==> config.mk <==
export PLATFORM = sky130hd
export DESIGN_NAME = pipeline_ctrl
export DESIGN_NICKNAME = d
export VERILOG_FILES = /design/src/rtl/pipeline_ctrl.sv
export SDC_FILE = /design/constraint.sdc
export NUM_CORES = 1
export LEC_CHECK = 0
export BUFFER_PORTS_ARGS = -buffer_cell sky130_fd_sc_hd__buf_4
export CAP_MARGIN = 10
export CORE_AREA = 2 2 194 196
export CTS_CLUSTER_DIAMETER = 120
export DETAILED_ROUTE_END_ITERATION = 8
export DIE_AREA = 0 0 196 198
export PLACE_DENSITY_LB_ADDON = 0.15
export RECOVER_POWER = 100
export SLEW_MARGIN = 10
export SYNTH_ARGS = -nofsm -noshare
export SYNTH_HDL_FRONTEND = slang
export SYNTH_SLANG_ARGS = --single-unit
export TNS_END_PERCENT = 1
==> constraint.sdc <==
create_clock -name clk -period 4 [get_ports clk]
set_input_delay 0.8 -clock clk [delete_from_list [all_inputs] [get_ports clk]]
set_output_delay 0.8 -clock clk [all_outputs]
set_load 0.01 [all_outputs]
==> src/rtl/pipeline_ctrl.sv <==
`default_nettype none
// ============================================================================
// Module   : pipeline_ctrl
// Purpose  : N-stage in-order pipeline sequencer. Holds per-stage valid and
//            payload registers and handles stalls, flushes and drain. Also
//            keeps saturating perf counters.
// Revision : 1.0 - initial release
// ============================================================================
module pipeline_ctrl #(
    parameter int NUM_STAGES = 5,
    parameter int DATA_W     = 32,
    parameter int CNT_W      = 32,
    parameter int SW         = $clog2(NUM_STAGES)
) (
    input  logic                         clk,
    input  logic                         rst,
    input  logic                         in_valid,
    input  logic [DATA_W-1:0]            in_data,
    output logic                         in_ready,
    output logic [NUM_STAGES-1:0]        stage_valid,
    output logic [NUM_STAGES*DATA_W-1:0] stage_data,
    input  logic [NUM_STAGES*DATA_W-1:0] stage_result,
    input  logic [NUM_STAGES-1:0]        stall_req,
    input  logic                         flush_req,
    input  logic [SW-1:0]                flush_stage,
    input  logic                         drain_req,
    output logic                         drain_done,
    output logic                         retire_valid,
    output logic [DATA_W-1:0]            retire_data,
    input  logic                         clr_cnt,
    output logic [CNT_W-1:0]             cnt_retired,
    output logic [CNT_W-1:0]             cnt_stall,
    output logic [CNT_W-1:0]             cnt_flush
);

    localparam logic [1:0]  ST_RUN      = 2'd0;
    localparam logic [1:0]  ST_DRAIN    = 2'd1;
    localparam logic [1:0]  ST_IDLE     = 2'd2;
    localparam logic [SW:0] STAGE_LIMIT = (SW+1)'(NUM_STAGES);

    logic [1:0]                        state_q, state_d;
    logic [NUM_STAGES-1:0]             valid_q, valid_d;
    logic [NUM_STAGES-1:0][DATA_W-1:0] data_q, data_d;
    logic [CNT_W-1:0]                  ret_q, ret_d;
    logic [CNT_W-1:0]                  stl_q, stl_d;
    logic [CNT_W-1:0]                  fls_q, fls_d;

    logic [NUM_STAGES-1:0][DATA_W-1:0] w_result;
    logic [NUM_STAGES-1:0]             w_hold;
    logic [NUM_STAGES-1:0]             w_clear;
    logic                              w_flush_ok;

    assign w_result   = stage_result;
    assign w_flush_ok = flush_req & ({1'b0, flush_stage} < STAGE_LIMIT);

    // A stall anywhere downstream freezes this stage too; a flush kills
    // everything younger than the flusher, and the flusher itself unless held.
    generate
        for (genvar k = 0; k < NUM_STAGES; k++) begin : g_stage
            assign w_hold[k]  = |stall_req[NUM_STAGES-1:k];
            assign w_clear[k] = w_flush_ok &
                                (((SW+1)'(k) <  {1'b0, flush_stage}) |
                                 (((SW+1)'(k) == {1'b0, flush_stage}) & ~w_hold[k]));
        end
    endgenerate

    assign in_ready     = ~w_hold[0] & ~flush_req & (state_q == ST_RUN) & ~drain_req;
    assign retire_valid = valid_q[NUM_STAGES-1] & ~w_hold[NUM_STAGES-1];
    assign retire_data  = w_result[NUM_STAGES-1];
    assign stage_valid  = valid_q;
    assign stage_data   = data_q;
    assign cnt_retired  = ret_q;
    assign cnt_stall    = stl_q;
    assign cnt_flush    = fls_q;

    always_comb begin
        valid_d = valid_q;
        data_d  = data_q;
        if (!w_hold[0]) begin
            valid_d[0] = in_valid & in_ready;
            data_d[0]  = in_data;
        end
        for (int k = 1; k < NUM_STAGES; k++) begin
            if (!w_hold[k]) begin
                valid_d[k] = valid_q[k-1] & ~w_hold[k-1];
                data_d[k]  = w_result[k-1];
            end
        end
        valid_d = valid_d & ~w_clear;
    end

    always_ff @(posedge clk or negedge rst) begin
        if (!rst) begin
            valid_q <= '0;
            data_q  <= '0;
        end else begin
            valid_q <= valid_d;
            data_q  <= data_d;
        end
    end

    // Drain FSM: state register / next state / outputs
    always_ff @(posedge clk or negedge rst) begin
        if (!rst) state_q <= ST_RUN;
        else      state_q <= state_d;
    end

    always_comb begin
        state_d = state_q;
        case (state_q)
            ST_RUN:   if (drain_req) state_d = ST_DRAIN;
            ST_DRAIN: begin
                if (!drain_req)        state_d = ST_RUN;
                else if (~|valid_q)    state_d = ST_IDLE;
            end
            ST_IDLE:  if (!drain_req) state_d = ST_RUN;
            default:  state_d = ST_RUN;
        endcase
    end

    always_comb begin
        drain_done = (state_q == ST_IDLE);
    end

    function automatic logic [CNT_W-1:0] cnt_next(input logic [CNT_W-1:0] cur,
                                                   input logic inc,
                                                   input logic clr);
        if (clr)                   return '0;
        if (inc && (cur != '1))    return cur + CNT_W'(1);
        return cur;
    endfunction

    always_comb begin
        ret_d = cnt_next(ret_q, retire_valid, clr_cnt);
        stl_d = cnt_next(stl_q, w_hold[0],    clr_cnt);
        fls_d = cnt_next(fls_q, w_flush_ok,   clr_cnt);
    end

    always_ff @(posedge clk or negedge rst) begin
        if (!rst) begin
            ret_q <= '0;
            stl_q <= '0;
            fls_q <= '0;
        end else begin
            ret_q <= ret_d;
            stl_q <= stl_d;
            fls_q <= fls_d;
        end
    end

endmodule
`default_nettype wire

After elaboration in Yosys (flattened, before gate mapping)

Cells that the tools add are included.

Register bits: 263
Logic and storage cells: 106
Output and inout port bits: 296

Multiplexer cells: 27
Reductions and logical operators: 14
Bitwise gates (word level): 34
Add/subtract/negate cells: 3
Magnitude comparators: 6
Equal/unequal tests: 12

Operators by type and width:

| operator                                                             | number |
|---|---|
| 32-bit two-way mux                                                   | 10 |
| 32-bit by 1-bit adder with 32-bit output (second input constant)     | 3 |
| 32-bit != test (second input constant)                               | 3 |
| 1-bit AND                                                            | 20 |
| 1-bit two-way mux                                                    | 12 |
| 5-bit OR reduction                                                   | 2 |
| 2-bit two-way mux                                                    | 4 |
| 1-bit inverter                                                       | 7 |
| 2-bit by 3-bit == test with 1-bit output (first input constant)      | 2 |
| 1-bit by 3-bit < comparator with 1-bit output (first input constant) | 2 |
| 2-bit by 3-bit < comparator with 1-bit output (first input constant) | 2 |
| 2-bit one-hot mux with 3 select lines                                | 1 |
| 2-bit nonzero test                                                   | 3 |
| 5-bit AND                                                            | 1 |
| 5-bit inverter                                                       | 1 |
| 1-bit bitwise OR                                                     | 5 |
| 2-bit != test (second input constant)                                | 2 |
| 4-bit OR reduction                                                   | 1 |
| 1-bit by 3-bit == test with 1-bit output (first input constant)      | 1 |
| 3-bit == test (first input constant)                                 | 1 |
| 1-bit logical AND                                                    | 3 |
| 3-bit zero test                                                      | 1 |
| 3-bit < comparator (first input constant)                            | 1 |
| 3-bit < comparator (second input constant)                           | 1 |
| other kinds (7)                                                      | 7 |

Depth between registers and ports, before layout

Gate-level depths: netlist of run 1.

Word-level depth: 8
Mapped depth: 8
Mapped depth without buffers: 6

Least setup slack after synthesis of run 1

No wires, ideal clock.

Path type: input to output
Start point: in stall_req[4]
End point: out in_ready
Path slack: 1255 ps
Data required time: 3200 ps
Path buffers: 1
Arrival time: 1945 ps
Stages on the path: 4
Path through: clkbuf_1 nor4_2 nand2_1 nor2_1

Word-level cells in the longest chain between the ends: 5

Ends and longest elaborated chain:

| what                    | line | text |
|---|---|---|
| start: declaration      | 23   | `input logic [NUM_STAGES-1:0] stall_req,` |
| 5-bit OR reduction      | 60   | `assign w_hold[k] = \|stall_req[NUM_STAGES-1:k];` |
| 1-bit inverter          | 67   | `assign in_ready = ~w_hold[0] & ~flush_req & (state_q == ST_RUN) & ~drain_req;` |
| 1-bit AND (3 in series) | 67   |  |
| end: declaration        | 19   | `output logic in_ready,` |

Every way passes these cells.

Worst setup path after layout of run 1

Ends and elaborated chain as after synthesis.

==> impl_metrics.ini, run 1 <==
[run_status]
outcome = complete, but fails checks
violations = capacitance limit, slew limit

[synthesis]
synth_edf_count = 0
synth_top_area_share_pct = 55.0
yosysTopAreaCell = dfrtp_1
ys_top_cells_by_area = dfrtp_1, mux2_2, nand2_1
syn_avg_cell_area_sq_um = 10.4
dominantRegCellSynth = dfrtp_1
synth.distinct_cells = 56
syn_area_sq_um = 12000
async_reset_ff_share_pct = 100
synth_nets = 1363
syn_inst = 1154
synth-seq-cells = 263
synth_warnings = 0
yosysSeqAreaShare_pct = 55.0

[global_routing]
grt_usage_pct = 18.7
grt_first_pass_wirelength_mm = 57.7
grt.overflow.total = 0
grt_pass1_vias = 9791
antenna_found_initial = 1
grt_max_degree = 101

[layout]
final_util_pct = 42.1
final_cell_mix = clkbuf_1, dfrtp_1, nand2_1
fillers = 3834
regArea_sq_um = 6580
fin_nets = 1760
layout.cells.most_common = clkbuf_1
n_antenna_cell = 0
multi_input_area_sq_um = 4850
drive_above_1_share_pct = 22.9
area_delta_synth_final_pct = 30.1

[drt]
ant_nets = 0
num_vias = 10200
drt_wl_total_mm = 37.8
firstDrtPassIters = 4
vias_per_cell = 4.96
wl_per_cell_microns = 18.4
drt_iter0_drc = 470
drcViolationCount = 0

[critical_path]
crit_fanout = 39
cp.arrival_ps = 2380
end_kind = output pin
crit_path_start_kind = primary input
path_class = primary input to output pin
cp.required_ps = 3200

[sta]
finClkSkew_ps = 13.8
worstMarginPinSlew_ps = 2790
maxSlewHeadroom_pct = -86.3
min_period_over_period_pct = 79.5
max_freq_ghz = 0.315
setup_viol = 0
grt_setup_unrepaired = false
setup-tns-final_ps = 0
final_hold_viol_count = 0
setup_ws_ps = 822
drv_slew = 167
finalCriticalPeriod_ps = 3180

[pwr]
cellLeakagePower_nw = 6.69
irDropWorstVdd_uv = 311
p_per_area_nw_per_um2 = 448

[cts]
path_clk_slew_ps = 60
clock_sinks = 263
clockRootBuffer = clkbuf_16
htree_levels = 1
worstSkewPairLatency_ps = 570
cts_tree = done
cts_setup_buffers = 0
cts_buffers = 31
clock_path_buffers = 3
cts.repair.resized = 0
ctsHoldBuffers = 0

[placed_design]
hpwl_mm = 27.5
place_ws_ps = 973
port_buffers = 437
gp_congestion = 0.781

[floorplan]
start_util_pct = 32.4
die_area_sq_um = 38800
num_rows = 71
die_w_microns = 196
io_pins = 502
core_area_sq_um = 37000
dieHeight_microns = 198

[job]
maxCapViolations = 3

[hold_path]
hold_path.class = primary input to register
-- cells in the mapped netlist, drive strengths merged (2+ instances only) --
library cell	instances
nor3b	2
ha	3
dfrtp	263
nand4	28
inv	16
nor2b	14
or2	3
a21oi	59
a31o	6
nor3	13
mux2i	2
o21ba	3
a31oi	5
or4b	3
and4	13
o21a	3
buf	38
o31ai	18
clkbuf	51
mux2	108
or3	34
and2	8
nor4b	2
or4	20
a2111oi	6
and3	15
a211oi	7
a311oi	4
nand2b	2
o21ai	34
nor2	57
nand2	238
nand3	29
xor2	3
nor4	8
xnor2	23
-- power breakdown --
| part | total [mW] | internal (mW) | leakage [nW] | switching (mW) |
|---|---|---|---|---|
| sequential | 3.09 | 2.94 | 3.37 | 0.149 |
| combinational | 0.921 | 0.401 | 2.79 | 0.521 |
| clock | 2.96 | 1.79 | 0.527 | 1.17 |
-- cell families after synthesis --
family	after synthesis	share of synthesized area, %
buffers and inverters	105	4.34
AO/OA/AOI/OAI	156	8.15
XOR/XNOR	26	1.90
flip-flops	263	55.0
adder cells (fa/ha/maj)	3	0.314
AND/OR/NAND/NOR	491	20.0
multiplexers	110	10.3
-- sequential cells by signal (all words and copies together) (netlist names) --
register,cells
stage_valid,5
cnt_stall,32
cnt_flush,32
cnt_retired,32
state_q,2
stage_data,160
-- critical path: stages --
cell and delay, ps:
buf_4 260, nor4_1 430, buf_4 450, nand2_1 120
nor2_1 150, buf_4 150
-- metal layers --
metal / wire, microns / vias up / share of wire [%] / global-route usage (%)
li1: - / 4826 / - / -
met1: 16100 / 4961 / 43 / 24.9
met2: 18000 / 305 / 48 / 29.8
met3: 2660 / 66 / 7.0 / 5.13
met4: 1020 / 2 / 2.7 / 6.00
met5: 13 / - / 0.034 / 0
-- final cells by class --
class | instances | share of cell area, %
sequential | 263 | 42.3
timing repair buffer | 453 | 15.5
multi-input combinational | 786 | 31.2
clock buffer | 41 | 5.61
clock inverter | 16 | 1.26
tap | 474 | 3.81
inverter | 16 | 0.386
-- per-stage QoR --
stage | area [sq um] | power (mW) | hold WS (ps) | instances
detailed placement | 15600 | 4.31 | 464 | 1992
floorplan | 12000 | 3.58 | 438 | 1154
global placement | 15600 | 4.29 | 460 | 1992
global route | 15600 | 7.32 | 388 | 2049
CTS | 16600 | 7.33 | 314 | 2049
finish | 15600 | 6.97 | 414 | 2049
-- final timing paths --
kind	startpoint	endpoint	slack [ps]	cells after the start
min in group asynchronous	rst	cnt_retired[0]$_DFFE_PN0P_	1100	1
max in group asynchronous	rst	stage_data[83]$_DFFE_PN0N_	1030	2
setup reg to reg	cnt_stall[17]$_DFFE_PN0P_	cnt_stall[7]$_DFFE_PN0P_	950	5
setup / recovery	stall_req[4]	in_ready	820	6
hold / removal	in_data[31]	stage_data[31]$_DFFE_PN0N_	410	3
hold reg to reg	stage_data[30]$_DFFE_PN0N_	stage_data[30]$_DFFE_PN0N_	470	2
Note: power is estimated with default switching activity, not from simulation.
==> run 2: changes to the inputs <==
Settings changed: ABC_AREA from default to 1, CORE_AREA 2 2 194 196 to 2 2 197 199, DIE_AREA 0 0 196 198 to 0 0 199 201.
Clock period 4 ns to 2.6 ns, I/O delays scaled along.
==> impl_metrics.ini, run 2 <==
[run_status]
outcome = finished clean

[layout]
final_cell_mix = nand2_1, clkbuf_1, dfrtp_1
fin_nets = 2224
finalInstanceArea_sq_um = 16900
layout.cells.most_common = nand2_1
largest_register_ffs = 160
area_delta_synth_final_pct = 27.7
drive_above_1_share_pct = 18.0

[cts]
htree_levels = 2
worstSkewPairLatency_ps = 530
clock_sinks = 263
path_clk_slew_ps = 60
cts_tree = done
clock_path_buffers = 3
cts.repair.resized = 0
cts_buffers = 34
clockRootBuffer = clkbuf_16

[sta]
setup_viol = 0
final_hold_viol_count = 0
setup-tns-final_ps = 0
finalCriticalPeriod_ps = 2280
max_freq_ghz = 0.439
setup_ws_ps = 322
worstMarginPinSlew_ps = 1240
finClkSkew_ps = 10.9
grt_setup_unrepaired = false
min_period_over_period_pct = 87.6
drv_slew = 0
maxSlewHeadroom_pct = 17.6
hold_slack_ps = 178

[drt]
drt_iter0_drc = 532
wl_per_cell_microns = 17.1
route.met2.wl_mm = 21.3
wl_met3_mm = 3.48
drt_wl_total_mm = 43.6
ant_nets = 0
routed.top_layer = met4
num_vias = 12000
vias_per_cell = 4.69
wl_met1_mm = 17.6
drcViolationCount = 0
firstDrtPassIters = 5

[synthesis]
syn_avg_cell_area_sq_um = 8.30
dominantRegCellSynth = dfrtp_1
synth-seq-cells = 263
synth_nets = 1804
synth_top_area_share_pct = 49.7
yosysTopAreaCell = dfrtp_1
async_reset_ff_share_pct = 100
ys_top_cells_by_count = nand2_1, dfrtp_1, nor2_1, mux2_2, inv_1
ys_top_cells_by_area = dfrtp_1, nand2_1, mux2_2
synth_most_common_cell = nand2_1
syn_area_sq_um = 13200
synth.distinct_cells = 38
synth_edf_count = 0
synth_warnings = 0
yosysSeqAreaShare_pct = 49.7
syn_inst = 1595

[placed_design]
gp_congestion = 0.879
place_ws_ps = 415
port_buffers = 437
hpwl_mm = 33.1
place_area_sq_um = 17000

[pwr]
cellLeakagePower_nw = 8.07
irDropWorstVdd_uv = 453
p_int_mw = 7.87
p_sw_share_pct = 26.8
clkPwrFrac_pct = 42.2
p_per_area_nw_per_um2 = 636
switching_power_mw = 2.89
seq_power_share_pct = 44.2
combPwrFrac_pct = 13.6

[critical_path]
end_kind = output pin
rr_worst_depth = 11
r2r-start = cnt_retired[0]$_DFFE_PN0P_
r2r_slack_ps = 380
crit_path_start_kind = primary input
crit_start = stall_req[4]
path_class = primary input to output pin
crit_fanout = 4
rr_endpoint = cnt_retired[9]$_DFFE_PN0P_
crit_end = in_ready
cp.required_ps = 2080
cp.arrival_ps = 1760

[hold_path]
hold_path.class = primary input to register

[floorplan]
dieHeight_microns = 201
die_area_sq_um = 40000
core_area_sq_um = 38100
die_w_microns = 199
start_util_pct = 34.8
num_rows = 72
io_pins = 502

[global_routing]
grt_pass1_vias = 11900
grt.overflow.total = 0
grt_usage_pct = 21.8
antenna_found_initial = 2
grt_max_degree = 62
grt_first_pass_wirelength_mm = 67.7

[job]
maxCapViolations = 0
run 2: cell count changes after synthesis, moves of 23 or more:
cell / previous run / this run
nand2_1: 238 / 636
inv_1: 16 / 95
nor2_1: 57 / 186
or3_1: 34 / 0
clkbuf_1: 51 / 19
a21oi_1: 59 / 4
xnor2_1: 23 / 0
nand3_1: 28 / 80
xor2_1: 3 / 36
run 2: power groups by stage:
stage / Sequential [mW] / Clock, mW / Combinational (mW)
finish: 4.75 / 4.54 / 1.46
global placement: 4.81 / 0 / 1.85
global route: 4.81 / 4.88 / 1.62
detailed placement: 4.82 / 0 / 1.86
floorplan: 5.01 / 0 / 0.541
CTS: 4.77 / 4.69 / 1.86
run 2: logic make-up (layout without fill, tap and decap cells):
logic type / after synthesis / in the layout / synth area share, %
AOI/OAI and AO/OA: 33 / 33 / 1.47
DFF: 263 / 263 / 49.7
other: 0 / 2 / 0
and+or+nand+nor: 984 / 984 / 31.5
muxes: 96 / 96 / 8.16
xor gates and xnor gates: 36 / 36 / 2.38
buffers and inverters: 180 / 621 / 6.53
adders and majority gates: 3 / 3 / 0.283
run 2: worst min-delay path by stage:
stage / end / from / slack (ps) / cells after the start
2_1_floorplan: cnt_flush[0]$_DFFE_PN0P_ / rst / 220 / 0
3_3_place_gp: stage_data[14]$_DFFE_PN0N_ / stage_data[14]$_DFFE_PN0N_ / 460 / 2
3_5_place_dp: stage_data[23]$_DFFE_PN0N_ / stage_data[23]$_DFFE_PN0N_ / 460 / 2
4_1_cts: stage_data[49]$_DFFE_PN0N_ / stage_result[17] / 150 / 3
5_1_grt: stage_data[11]$_DFFE_PN0N_ / in_data[11] / 170 / 3
6_report: stage_data[56]$_DFFE_PN0N_ / stage_result[24] / 180 / 3
run 2: cell type report:
type                       count  area [sq um]
fill                        4041         21200
timing repair buffer         461          2470
clock buffer                  50           992
antenna                        2          5.00
multi-input combinational   1152          5750
clock inverter                 7          66.3
tap                          518           648
inverter                     103           395
sequential                   263          6580
run 2: repair_timing:
item / 4_1_cts / 5_1_grt
setup buffers: 0 / 0
endpoints found under the hold margin: 53 / 0
hold buffers: 1 / 0
run 2: layer usage:
layer | vias to the layer above | track usage (%)
met2 | 386 | 36.5
met1 | 5684 | 26.3
li1 | 5856 | -
met4 | 0 | 7.94
met5 | - | 0
met3 | 74 | 6.89
run 2: stage by stage:
stage / utilization, % / std cells / total power, mW
final: 44.4 / 2556 / 10.8
after global routing: 44.4 / 2556 / 11.3
after CTS: 47.3 / 2554 / 11.3
after detailed placement: 44.5 / 2496 / 6.69
after global placement: 44.5 / 2496 / 6.66
after floorplan: - / 1595 / 5.55
run 2: worst max-delay path: stages:
cell and delay (ps):
buf_4 120, nor2_1 110, nand2_1 190, nor2_1 200
inv_2 100, nor4_1 240, clkbuf_1 260
==> run 3: changes to the inputs <==
Settings changed: CORE_AREA 2 2 197 199 to 2 2 198 200, DIE_AREA 0 0 199 201 to 0 0 200 202, GPL_TIMING_DRIVEN from default to 1.
Clock period 2.6 ns to 2.1 ns, I/O delays scaled along.
==> impl_metrics.ini, run 3 (same netlist as run 2, synthesis figures left out) <==
[drt]
drt_wl_total_mm = 43.6
num_vias = 12000
ant_nets = 0
drt_iter0_drc = 576
firstDrtPassIters = 5
wl_met1_mm = 17.2
vias_per_cell = 4.63
routed.top_layer = met4
route.met2.wl_mm = 21.5
drcViolationCount = 0
wl_met3_mm = 3.73
wl_per_cell_microns = 16.8

[layout]
fin_cells = 2588
largest_register_ffs = 160
fin_nets = 2254
final_cell_mix = nand2_1, clkbuf_1, dfrtp_1
drive_above_1_share_pct = 19.3
layout.cells.most_common = nand2_1
area_delta_synth_final_pct = 30.0
final_util_pct = 45.0

[sta]
grt_setup_unrepaired = false
min_period_over_period_pct = 92.9
hold_slack_ps = 76.6
max_freq_ghz = 0.512
finClkSkew_ps = 16.8
finalCriticalPeriod_ps = 1950
final_hold_viol_count = 0
maxSlewHeadroom_pct = 21.8
drv_slew = 0
setup_viol = 0
worstMarginPinSlew_ps = 1170
setup-tns-final_ps = 0

[critical_path]
crit_fanout = 6
cp_cell_sequence = inv_1, nor2_4, clkbuf_1
cp_slowest_stage_delay_ps = 360
critPathTopFamily = flip-flops
cp.arrival_ps = 1530
worst-path-buf-inv = 2
crit_path_start_kind = register
r2r-start = cnt_stall[1]$_DFFE_PN0P_
cp_slowest_cell = dfrtp_1
path_class = register to output pin
cp.required_ps = 1680
crit_start = stage_valid[4]$_DFF_PN0_
end_kind = output pin

[cts]
htree_levels = 2
worstSkewPairLatency_ps = 540
cts_tree = done
clock_sinks = 263
clockRootBuffer = clkbuf_16
path_clk_slew_ps = 60
clock_path_buffers = 3
cts_buffers = 34
cts_setup_buffers = 0

[global_routing]
antenna_found_initial = 4
grt.overflow.total = 0
grt_pass1_vias = 12300
grt_usage_pct = 21.9
grt_max_degree = 53
grt_first_pass_wirelength_mm = 68.3

[hold_path]
hold_path.class = primary input to register
hold_start = stage_result[14]

[placed_design]
gp_congestion = 0.867
port_buffers = 437
hpwl_mm = 33.6
dpl.cell_count = 2526

[pwr]
p_per_area_nw_per_um2 = 777
cellLeakagePower_nw = 8.22
irDropWorstVdd_uv = 718

[run_status]
outcome = finished clean

[job]
maxCapViolations = 0

[floorplan]
io_pins = 502
num_rows = 72
die_area_sq_um = 40400
core_area_sq_um = 38300
start_util_pct = 34.6
dieHeight_microns = 202
die_w_microns = 200
[run 3: cell types whose count changed in the layout (fill, tap and decap cells not counted), moves of 2 or more]
| cell | change |
|---|---|
| buf_4 | +26 |
| diode_2 | +2 |
| nor2_4 | +3 |
| clkinv_2 | -3 |
| nor2_1 | -4 |
| clkinv_8 | +2 |
| buf_12 | +3 |
[run 3: layout make-up]
type,instances,area [sq um]
Fill cell,4056,21100
Sequential cell,263,6580
Multi-Input combinational cell,1152,5780
Timing Repair Buffer,491,2730
Clock buffer,52,1000
Tap cell,518,648
Inverter,103,398
Clock inverter,5,76.3
Antenna cell,4,10.0
[run 3: per-stage QoR]
step	setup WS (ps)	power [mW]	cell area (sq um)
CTS	90.0	14.1	18300
global placement	175	8.26	17200
floorplan	45.4	6.87	13200
finish	148	13.4	17200
detailed placement	138	8.29	17200
global route	7.54	14.0	17200
[run 3: power by group]
part / internal (mW) / leakage, nW / switching (mW) / total, mW
sequential: 5.60 / 3.37 / 0.295 / 5.89
combinational: 0.782 / 4.33 / 1.04 / 1.83
clock: 3.41 / 0.524 / 2.25 / 5.65
total: 9.79 / 8.22 / 3.59 / 13.4
[run 3: final timing paths]
check                                         endpoint  slack [ps]  cells after the start
min in group asynchronous  stage_data[137]$_DFFE_PN0N_         680                      2
max in group asynchronous  cnt_retired[29]$_DFFE_PN0P_         260                      3
max                                       retire_valid         150                      3
min reg2reg                 stage_data[25]$_DFFE_PN0N_         470                      2
min                         stage_data[46]$_DFFE_PN0N_          80                      3
max reg2reg                  cnt_stall[28]$_DFFE_PN0P_         180                     11
[run 3: what timing repair did]
item                                   4_1_cts  5_1_grt
endpoints found under the hold margin       28        0
hold buffers                                 1        0
resized for setup                            0        2
setup endpoints to repair                    0       25
[run 3: worst reg2reg max path: stages (launching register included)]
cell and delay (ps):
dfrtp_1 420, ha_1 210, nand2_1 120, nor2_4 150
nand2_4 100, nor2_8 160, nand2_4 110, nand2_8 130
nand2_4 110, inv_6 180, nand2_1 90, nand2_1 80
[run 3: per-layer routing]
metal	vias to the layer above	track usage (%)
li1	5924	-
met1	5651	25.4
met2	350	37.1
met3	62	8.28
met4	0	6.83
met5	-	0
